===== src/rtl/vga_timing_gen_pkg.sv =====
// Shared types and default 640x480@60 timing for the VGA raster generator.
// All coordinates are 10 bits, so a frame may be at most 1024x1024.
package vga_timing_pkg;

    typedef logic [9:0] coord_t;

    localparam int COORD_MAX = 1024;

    localparam int DEF_H_ACTIVE = 640;
    localparam int DEF_H_FP     = 16;
    localparam int DEF_H_SYNC   = 96;
    localparam int DEF_H_BP     = 48;
    localparam int DEF_V_ACTIVE = 480;
    localparam int DEF_V_FP     = 10;
    localparam int DEF_V_SYNC   = 2;
    localparam int DEF_V_BP     = 33;

    localparam int DEF_H_TOTAL = DEF_H_ACTIVE + DEF_H_FP + DEF_H_SYNC + DEF_H_BP;
    localparam int DEF_V_TOTAL = DEF_V_ACTIVE + DEF_V_FP + DEF_V_SYNC + DEF_V_BP;

    function automatic coord_t to_coord(input int val);
        return coord_t'(val);
    endfunction

endpackage


===== src/rtl/vga_timing_gen_sync_delay_line.sv =====
// Async-reset shift register that realigns blank/sync with the pixel data pipeline.
// DEPTH=0 degenerates to a plain wire.
module sync_delay_line #(
    parameter int               WIDTH     = 1,
    parameter int               DEPTH     = 1,
    parameter logic [WIDTH-1:0] RESET_VAL = '0
) (
    input  logic             clk,
    input  logic             rst_n,
    input  logic [WIDTH-1:0] d,
    output logic [WIDTH-1:0] q
);

    if (DEPTH == 0) begin : g_wire
        logic unused_clk_rst;
        assign unused_clk_rst = clk ^ rst_n;
        assign q = d;
    end else begin : g_shift
        logic [WIDTH-1:0] stage_q [DEPTH];

        always_ff @(posedge clk or negedge rst_n) begin
            if (!rst_n) begin
                for (int i = 0; i < DEPTH; i++) stage_q[i] <= RESET_VAL;
            end else begin
                stage_q[0] <= d;
                for (int i = 1; i < DEPTH; i++) stage_q[i] <= stage_q[i-1];
            end
        end

        assign q = stage_q[DEPTH-1];
    end

endmodule


===== src/rtl/vga_timing_gen.sv =====
// Raster timing source: pixel/line counters, registered blank/sync/frame tick,
// a frame counter, and pipeline-aligned copies of blank/hs/vs for the DAC.
module vga_timing_gen
    import vga_timing_pkg::*;
#(
    parameter int H_ACTIVE = DEF_H_ACTIVE,
    parameter int H_FP     = DEF_H_FP,
    parameter int H_SYNC   = DEF_H_SYNC,
    parameter int H_BP     = DEF_H_BP,
    parameter int V_ACTIVE = DEF_V_ACTIVE,
    parameter int V_FP     = DEF_V_FP,
    parameter int V_SYNC   = DEF_V_SYNC,
    parameter int V_BP     = DEF_V_BP,
    parameter int PIPE_DLY = 2,
    parameter bit SYNC_POL = 1'b0
) (
    input  logic       vga_clk,
    input  logic       reset_n,
    output logic [9:0] DrawX,
    output logic [9:0] DrawY,
    output logic       blank,
    output logic       hs,
    output logic       vs,
    output logic       blank_d,
    output logic       hs_d,
    output logic       vs_d,
    output logic       frame_tick,
    output logic [7:0] frame_cnt
);

    localparam int H_TOTAL = H_ACTIVE + H_FP + H_SYNC + H_BP;
    localparam int V_TOTAL = V_ACTIVE + V_FP + V_SYNC + V_BP;

    if (H_TOTAL > COORD_MAX || V_TOTAL > COORD_MAX) begin : g_bad_timing
        $error("vga_timing_gen: H_TOTAL/V_TOTAL exceed the 10-bit coordinate range");
    end

    localparam coord_t H_LAST   = to_coord(H_TOTAL - 1);
    localparam coord_t V_LAST   = to_coord(V_TOTAL - 1);
    localparam coord_t H_VIS    = to_coord(H_ACTIVE);
    localparam coord_t V_VIS    = to_coord(V_ACTIVE);
    localparam coord_t HS_START = to_coord(H_ACTIVE + H_FP);
    localparam coord_t HS_END   = to_coord(H_ACTIVE + H_FP + H_SYNC);
    localparam coord_t VS_START = to_coord(V_ACTIVE + V_FP);
    localparam coord_t VS_END   = to_coord(V_ACTIVE + V_FP + V_SYNC);

    coord_t     x_q, y_q, x_nxt, y_nxt;
    logic       blank_q, hs_q, vs_q, tick_q;
    logic [7:0] fcnt_q;

    always_comb begin
        x_nxt = x_q + 10'd1;
        y_nxt = y_q;
        if (x_q == H_LAST) begin
            x_nxt = '0;
            y_nxt = (y_q == V_LAST) ? '0 : y_q + 10'd1;
        end
    end

    // Flags are decoded from the next-state counters so they land in the same
    // cycle as the coordinates they describe, straight out of flops.
    always_ff @(posedge vga_clk or negedge reset_n) begin
        if (!reset_n) begin
            x_q     <= H_LAST;
            y_q     <= V_LAST;
            blank_q <= 1'b0;
            hs_q    <= ~SYNC_POL;
            vs_q    <= ~SYNC_POL;
            tick_q  <= 1'b0;
            fcnt_q  <= '0;
        end else begin
            x_q     <= x_nxt;
            y_q     <= y_nxt;
            blank_q <= (x_nxt < H_VIS) && (y_nxt < V_VIS);
            hs_q    <= (x_nxt >= HS_START && x_nxt < HS_END) ? SYNC_POL : ~SYNC_POL;
            vs_q    <= (y_nxt >= VS_START && y_nxt < VS_END) ? SYNC_POL : ~SYNC_POL;
            tick_q  <= (x_nxt == H_LAST) && (y_nxt == V_LAST);
            if (tick_q) fcnt_q <= fcnt_q + 8'd1;
        end
    end

    sync_delay_line #(
        .WIDTH     (3),
        .DEPTH     (PIPE_DLY),
        .RESET_VAL ({1'b0, ~SYNC_POL, ~SYNC_POL})
    ) u_sync_dly (
        .clk   (vga_clk),
        .rst_n (reset_n),
        .d     ({blank_q, hs_q, vs_q}),
        .q     ({blank_d, hs_d, vs_d})
    );

    assign DrawX      = x_q;
    assign DrawY      = y_q;
    assign blank      = blank_q;
    assign hs         = hs_q;
    assign vs         = vs_q;
    assign frame_tick = tick_q;
    assign frame_cnt  = fcnt_q;

endmodule


===== config.mk =====
export PLATFORM = sky130hd
export DESIGN_NAME = vga_timing_gen
export DESIGN_NICKNAME = d
export VERILOG_FILES = /design/src/rtl/vga_timing_gen_pkg.sv /design/src/rtl/vga_timing_gen_sync_delay_line.sv /design/src/rtl/vga_timing_gen.sv
export SDC_FILE = /design/constraint.sdc
export NUM_CORES = 1
export LEC_CHECK = 0
export ABC_AREA = 0
export BUFFER_PORTS_ARGS = -buffer_cell sky130_fd_sc_hd__clkbuf_2
export CELL_PAD_IN_SITES_DETAIL_PLACEMENT = 0
export CELL_PAD_IN_SITES_GLOBAL_PLACEMENT = 1
export CORE_ASPECT_RATIO = 1.5
export CORE_UTILIZATION = 39
export DETAILED_ROUTE_END_ITERATION = 7
export GPL_TIMING_DRIVEN = 0
export PLACE_DENSITY_LB_ADDON = 0.1
export SETUP_SLACK_MARGIN = 0.5
export SLEW_MARGIN = 10
export SYNTH_ARGS = -nofsm -noshare
export SYNTH_HDL_FRONTEND = slang
export SYNTH_SLANG_ARGS = --single-unit

===== constraint.sdc =====
create_clock -name vga_clk -period 2.4 [get_ports vga_clk]
set_input_delay 0.24 -clock vga_clk [delete_from_list [all_inputs] [get_ports vga_clk]]
set_output_delay 0.24 -clock vga_clk [all_outputs]
set_load 0.01 [all_outputs]

==> impl_metrics.json, run 1 <==
{
  "switching_share": 0.217,
  "worstSetupStartpointType": "flop",
  "met1Wirelength_um": 2040,
  "min_period_over_period": 1.00,
  "ff_latch_area_um2": 977,
  "viasPerCell": 5.29,
  "syn_area_mm2": 0.00207,
  "synthFlopType": "dfrtp_1",
  "clock_power_share": 0.462,
  "hold_viol_final": 0,
  "maxCapViolations": 0,
  "synth_xor_area_frac": 0.0762,
  "numCtsBuffers": 5,
  "clk_pin_slew_ps": 90,
  "place.detailed.hpwl_um": 3420,
  "ys_ff_latch": 38,
  "grt_start_max_net_pins": 39,
  "async_flop_share": 1.00,
  "end_kind": "flop",
  "cts.sinks": 38,
  "irDropWorstVdd_uv": 314,
  "vias": 1778,
  "fin_cells": 336,
  "layout_common_cells": "clkbuf_2, buf_4, dfrtp_1, dfstp_2, inv_1",
  "antenna_found_initial": 0,
  "seqPwrFrac": 0.528,
  "slew_headroom": 0.380,
  "crit_fanout": 7,
  "die_h_um": 91.2,
  "first_global_vias": 1765,
  "wl_met2_um": 2800,
  "drt-pass1-iter-count": 4,
  "clockBufferDepth": 2,
  "synthToLayoutAreaGrowth_pct": 36.6,
  "synthAdderAreaFrac": 0.0302,
  "p_per_area_mw_per_mm2": 430,
  "drv_slew": 0,
  "multi_input_area_mm2": 0.00115,
  "overflow": 0,
  "muxShareOfSynthArea": 0.0200,
  "port_buffers": 36,
  "fin_crit_ps": 2400,
  "ys_seq_area_frac": 0.469,
  "drc": 0,
  "synth_top_area_share": 0.266,
  "cts_tree": "built",
  "coreArea_mm2": 0.00512,
  "die_w_um": 61.5,
  "synth_compound_area_frac": 0.104,
  "routed_wl_um": 5130,
  "place_congestion": 0.818,
  "ant_nets": 0,
  "drive_gt1_frac": 0.470,
  "crit_type": "flop to flop",
  "fin_nets": 274,
  "ctsHoldBuffers": 0,
  "drt-initial-drc-count": 75,
  "grt.total_usage": 0.200,
  "cts-root-buf": "clkbuf_8",
  "p_comb_frac": 0.010,
  "clk_latency_ps": 300,
  "dp.cells": 306,
  "ys_types": 55,
  "synth_nets": 209,
  "synth_simple_gate_area_share": 0.239,
  "crit_arrival_ps": 2610,
  "synth_top_family_by_area": "simple AND/OR/NAND/NOR gates",
  "hold_ws_ps": 65.2,
  "rsz0062_at_grt": "true",
  "synth_area_leaders": "dfrtp_1, dfstp_2, xor2_1, nand3_1, xnor2_1",
  "yosys_warnings": 0,
  "tightest_slew_ps": 930,
  "violations": "setup timing",
  "outcome": "complete, but fails checks",
  "dieArea_mm2": 0.00560,
  "finalSetupViolations": 1,
  "synthCells": 202,
  "intPower_mw": 0.951,
  "final_common_cell": "clkbuf_2",
  "start_util": 0.404,
  "fp-row-count": 32,
  "leakage_nw": 1.28,
  "wl_met3_um": 159,
  "p_switching_mw": 0.264,
  "fin_ws_ps": -1.43,
  "finalClockSkew_ps": 12.9,
  "finalCoreUtilization": 0.551,
  "ios": 37,
  "highest_layer": "met4",
  "fmax_mhz": 416,
  "synth-edff-count": 0,
  "n_fill_cell": 478,
  "grt_first_pass_wirelength_um": 8380,
  "yosysTopAreaCell": "dfrtp_1",
  "num_antenna_cells": 0,
  "h-tree-depth": 2,
  "wire_per_inst_um": 15.3,
  "avgSynthCellArea_um2": 10.2,
  "cp.required_ps": 2610,
  "hp-class": "input port to async pin"
}
## timing repair
| item | 4_1_cts | 5_1_grt |
|---|---|---|
| cloned | 0 | 0 |
| endpoints found under the setup margin | 17 | 14 |
| setup buffers | 11 | 11 |
| pin swaps | 6 | 8 |
| gates resized for setup | 17 | 25 |
## through the flow
stage	total power [mW]	worst slack, ps	instance area, um2	TNS [ps]
detailed placement	0.666	-346	2370	-773
finish	1.22	-1.43	2830	-1.43
global route	1.26	-67.8	2830	-160
floorplan	0.653	33.4	2100	0
CTS	1.23	-66.4	2640	-145
global placement	0.666	-385	2370	-903
## cells by family after synthesis
group,after synthesis
and+or+nand+nor,83
adders and majority gates,5
xor gates and xnor gates,18
muxes,4
DFF,38
buffers and inverters,24
AOI/OAI and AO/OA,30
## sequential cells by signal, indices dropped and copies added, names as in the netlist
name	count
blank	1
hs	1
vs	1
DrawX	10
frame_cnt	8
u_sync_dly.g_shift.stage_q	3
u_sync_dly.q	3
DrawY	10
frame_tick	1
## worst max-delay path, stage by stage, from the launching register on
cell and delay [ps]:
dfstp_2 570, ha_4 130, buf_6 80, nand4_1 120
buf_6 170, or4_4 470, nor3_4 150, o211ai_1 120
or4b_1 490
## synthesized netlist by cell type (2+ instances only)
library cell	count
nor3_1	4
nor4_1	8
nand4b_1	2
xor2_1	10
inv_1	15
clkbuf_2	2
nor4bb_1	2
nand3_1	15
nor4b_2	2
nand4_1	6
o311a_1	2
and3_1	2
o211ai_1	3
mux2i_1	3
ha_1	5
dfstp_2	16
o31ai_1	2
buf_2	2
xnor2_1	8
nor2_1	12
or3_1	3
a21oi_1	5
o21ai_0	5
or4_4	2
dfrtp_1	22
nand2_1	13
o21a_1	2
buf_4	2
## power by group through the flow
| stage | registers (mW) | logic, mW | clock network [mW] |
|---|---|---|---|
| 2_1_floorplan | 0.653 | 0.000000425 | 0 |
| 3_3_place_gp | 0.653 | 0.0133 | 0 |
| 3_5_place_dp | 0.653 | 0.0136 | 0 |
| 4_1_cts | 0.641 | 0.0135 | 0.579 |
| 5_1_grt | 0.641 | 0.0155 | 0.602 |
| 6_report | 0.641 | 0.0123 | 0.562 |
## per-layer routing
layer | track usage | up-vias
li1 | - | 861
met3 | 0.0356 | 10
met1 | 0.238 | 860
met4 | 0.0907 | 0
met2 | 0.337 | 47
met5 | 0 | -
## final timing paths
kind                                   end  slack, ps  cells past startpoint                          start
max in group asynchronous         DrawX[6]       1680                      1                        reset_n
min in group vga_clk       u_sync_dly.q[1]        360                      0  u_sync_dly.g_shift.stage_q[4]
min                               DrawY[0]         70                      1                        reset_n
min reg2reg                u_sync_dly.q[1]        360                      0  u_sync_dly.g_shift.stage_q[4]
max                                     vs         -1                      8                       DrawX[1]
max reg2reg                             vs         -1                      8                       DrawX[1]
## final cells by class
type | instances | share of cell area
buffer | 9 | 0.0319
clock buffer | 5 | 0.0244
clock inverter | 3 | 0.0159
inverter | 15 | 0.0199
multi-input combinational | 140 | 0.406
sequential | 38 | 0.346
tap | 68 | 0.0301
timing repair buffer | 58 | 0.126
Note: power is estimated with default switching activity, not from simulation.
==> inputs of run 2 (changes only) <==
--- a/config.mk
+++ b/config.mk
@@ -9,2 +9,3 @@
 export BUFFER_PORTS_ARGS = -buffer_cell sky130_fd_sc_hd__clkbuf_2
+export CAP_MARGIN = 20
 export CELL_PAD_IN_SITES_DETAIL_PLACEMENT = 0
@@ -14,2 +15,3 @@
 export DETAILED_ROUTE_END_ITERATION = 7
+export GPL_ROUTABILITY_DRIVEN = 0
 export GPL_TIMING_DRIVEN = 0
--- a/constraint.sdc
+++ b/constraint.sdc
@@ -3,2 +3,2 @@
 set_output_delay 0.24 -clock vga_clk [all_outputs]
-set_load 0.01 [all_outputs]
+set_load 0.05 [all_outputs]
==> impl_metrics.json, run 2 (synthesis gave the netlist of run 1 again) <==
{
  "clk_pin_slew_ps": 90,
  "vias": 1812,
  "ios": 37,
  "leakage_nw": 1.37,
  "drive_gt1_frac": 0.500,
  "hold_viol_final": 0,
  "drt-pass1-iter-count": 4,
  "die_w_um": 61.5,
  "finalClockSkew_ps": 11.9,
  "crit_fanout": 5,
  "place.detailed.hpwl_um": 3420,
  "clockBufferDepth": 2,
  "outcome": "complete, but fails checks",
  "p_per_area_mw_per_mm2": 437,
  "crit_arrival_ps": 2660,
  "fmax_mhz": 409,
  "fin_crit_ps": 2440,
  "drc": 0,
  "cts-root-buf": "clkbuf_8",
  "hold_ws_ps": 74.3,
  "pre_cts_slack_ps": -450,
  "coreArea_mm2": 0.00512,
  "final.setup.tns_ps": -86.7,
  "dpl_cell_area_mm2": 0.00238,
  "crit_type": "flop to flop",
  "drv_slew": 0,
  "rsz0062_at_grt": "true",
  "routed_wl_um": 5320,
  "drt-initial-drc-count": 91,
  "dieArea_mm2": 0.00560,
  "worstSetupStartpointType": "flop",
  "port_buffers": 36,
  "h-tree-depth": 2,
  "finalSetupViolations": 3,
  "min_period_over_period": 1.02,
  "overflow": 0,
  "fin_nets": 282,
  "design_area_mm2": 0.00301,
  "synthToLayoutAreaGrowth_pct": 45.4,
  "slew_headroom": 0.369,
  "clk_latency_ps": 290,
  "die_h_um": 91.2,
  "cp.required_ps": 2620,
  "num_antenna_cells": 0,
  "hp-class": "input port to async pin",
  "grt_first_pass_wirelength_um": 8510,
  "violations": "setup timing",
  "final_common_cell": "clkbuf_2",
  "fin_ws_ps": -42.7,
  "cts_tree": "built",
  "numCtsBuffers": 5,
  "maxCapViolations": 0,
  "wire_per_inst_um": 15.5,
  "grt_start_max_net_pins": 39,
  "finalCoreUtilization": 0.587,
  "grt.total_usage": 0.204,
  "end_kind": "flop",
  "ctsHoldBuffers": 0,
  "cts.sinks": 38,
  "first_global_vias": 1737,
  "antenna_found_initial": 0,
  "ant_nets": 0,
  "viasPerCell": 5.27,
  "layout_common_cells": "clkbuf_2, buf_6, dfrtp_1, dfstp_2, buf_4",
  "start_util": 0.404,
  "tightest_slew_ps": 946,
  "irDropWorstVdd_uv": 359,
  "fp-row-count": 32
}
[run 2: path summary, 6_finish.rpt]
| kind | to | start | cells after the start | slack, ps |
|---|---|---|---|---|
| min in group vga_clk | u_sync_dly.q[2] | u_sync_dly.g_shift.stage_q[5] | 0 | 360 |
| max in group asynchronous | DrawX[5] | reset_n | 1 | 1670 |
| hold reg to reg | u_sync_dly.q[2] | u_sync_dly.g_shift.stage_q[5] | 0 | 360 |
| setup / recovery | vs | DrawX[0] | 8 | -40 |
| setup reg to reg | vs | DrawX[0] | 8 | -40 |
| hold / removal | DrawY[6] | reset_n | 1 | 70 |
[run 2: critical path, cell delays in order, from the launching register on]
cell and delay (ps):
dfstp_4 630, ha_4 130, buf_6 80, nand4_1 130, buf_6 170, nor4_1 370
xor2_1 240, o211ai_1 150, or4b_1 480
[run 2: timing repair]
action                     CTS  global route
setup endpoints to repair   17            19
pin swaps                   11            14
buffers inserted            18            12
resized for setup           28            32
[run 2: stage by stage]
| step | std cells | total power [mW] |
|---|---|---|
| 3_5_place_dp | 306 | 0.666 |
| 5_1_grt | 344 | 1.36 |
| 2_1_floorplan | 202 | 0.653 |
| 6_report | 344 | 1.31 |
| 3_3_place_gp | 306 | 0.666 |
| 4_1_cts | 332 | 1.34 |
[run 2: report_power, final]
group	total [mW]	internal, mW	switching [mW]
Combinational	0.0125	0.000534	0.0120
Sequential	0.641	0.641	0
Clock	0.661	0.417	0.244
[run 2: area by class of cell]
type | instances | area [um2]
Timing Repair Buffer | 66 | 469
Clock inverter | 3 | 68.8
Sequential cell | 38 | 982
Clock buffer | 5 | 68.8
Multi-Input combinational cell | 140 | 1190
Inverter | 15 | 56.3
Tap cell | 68 | 85.1
Fill cell | 496 | 2120
Buffer | 9 | 86.3
[run 2: layer usage]
metal	global-route usage	up-vias	part of all wire
li1	-	877	-
met4	0.0759	0	0.025
met1	0.250	880	0.40
met5	0	-	0
met3	0.0399	12	0.041
met2	0.344	43	0.54
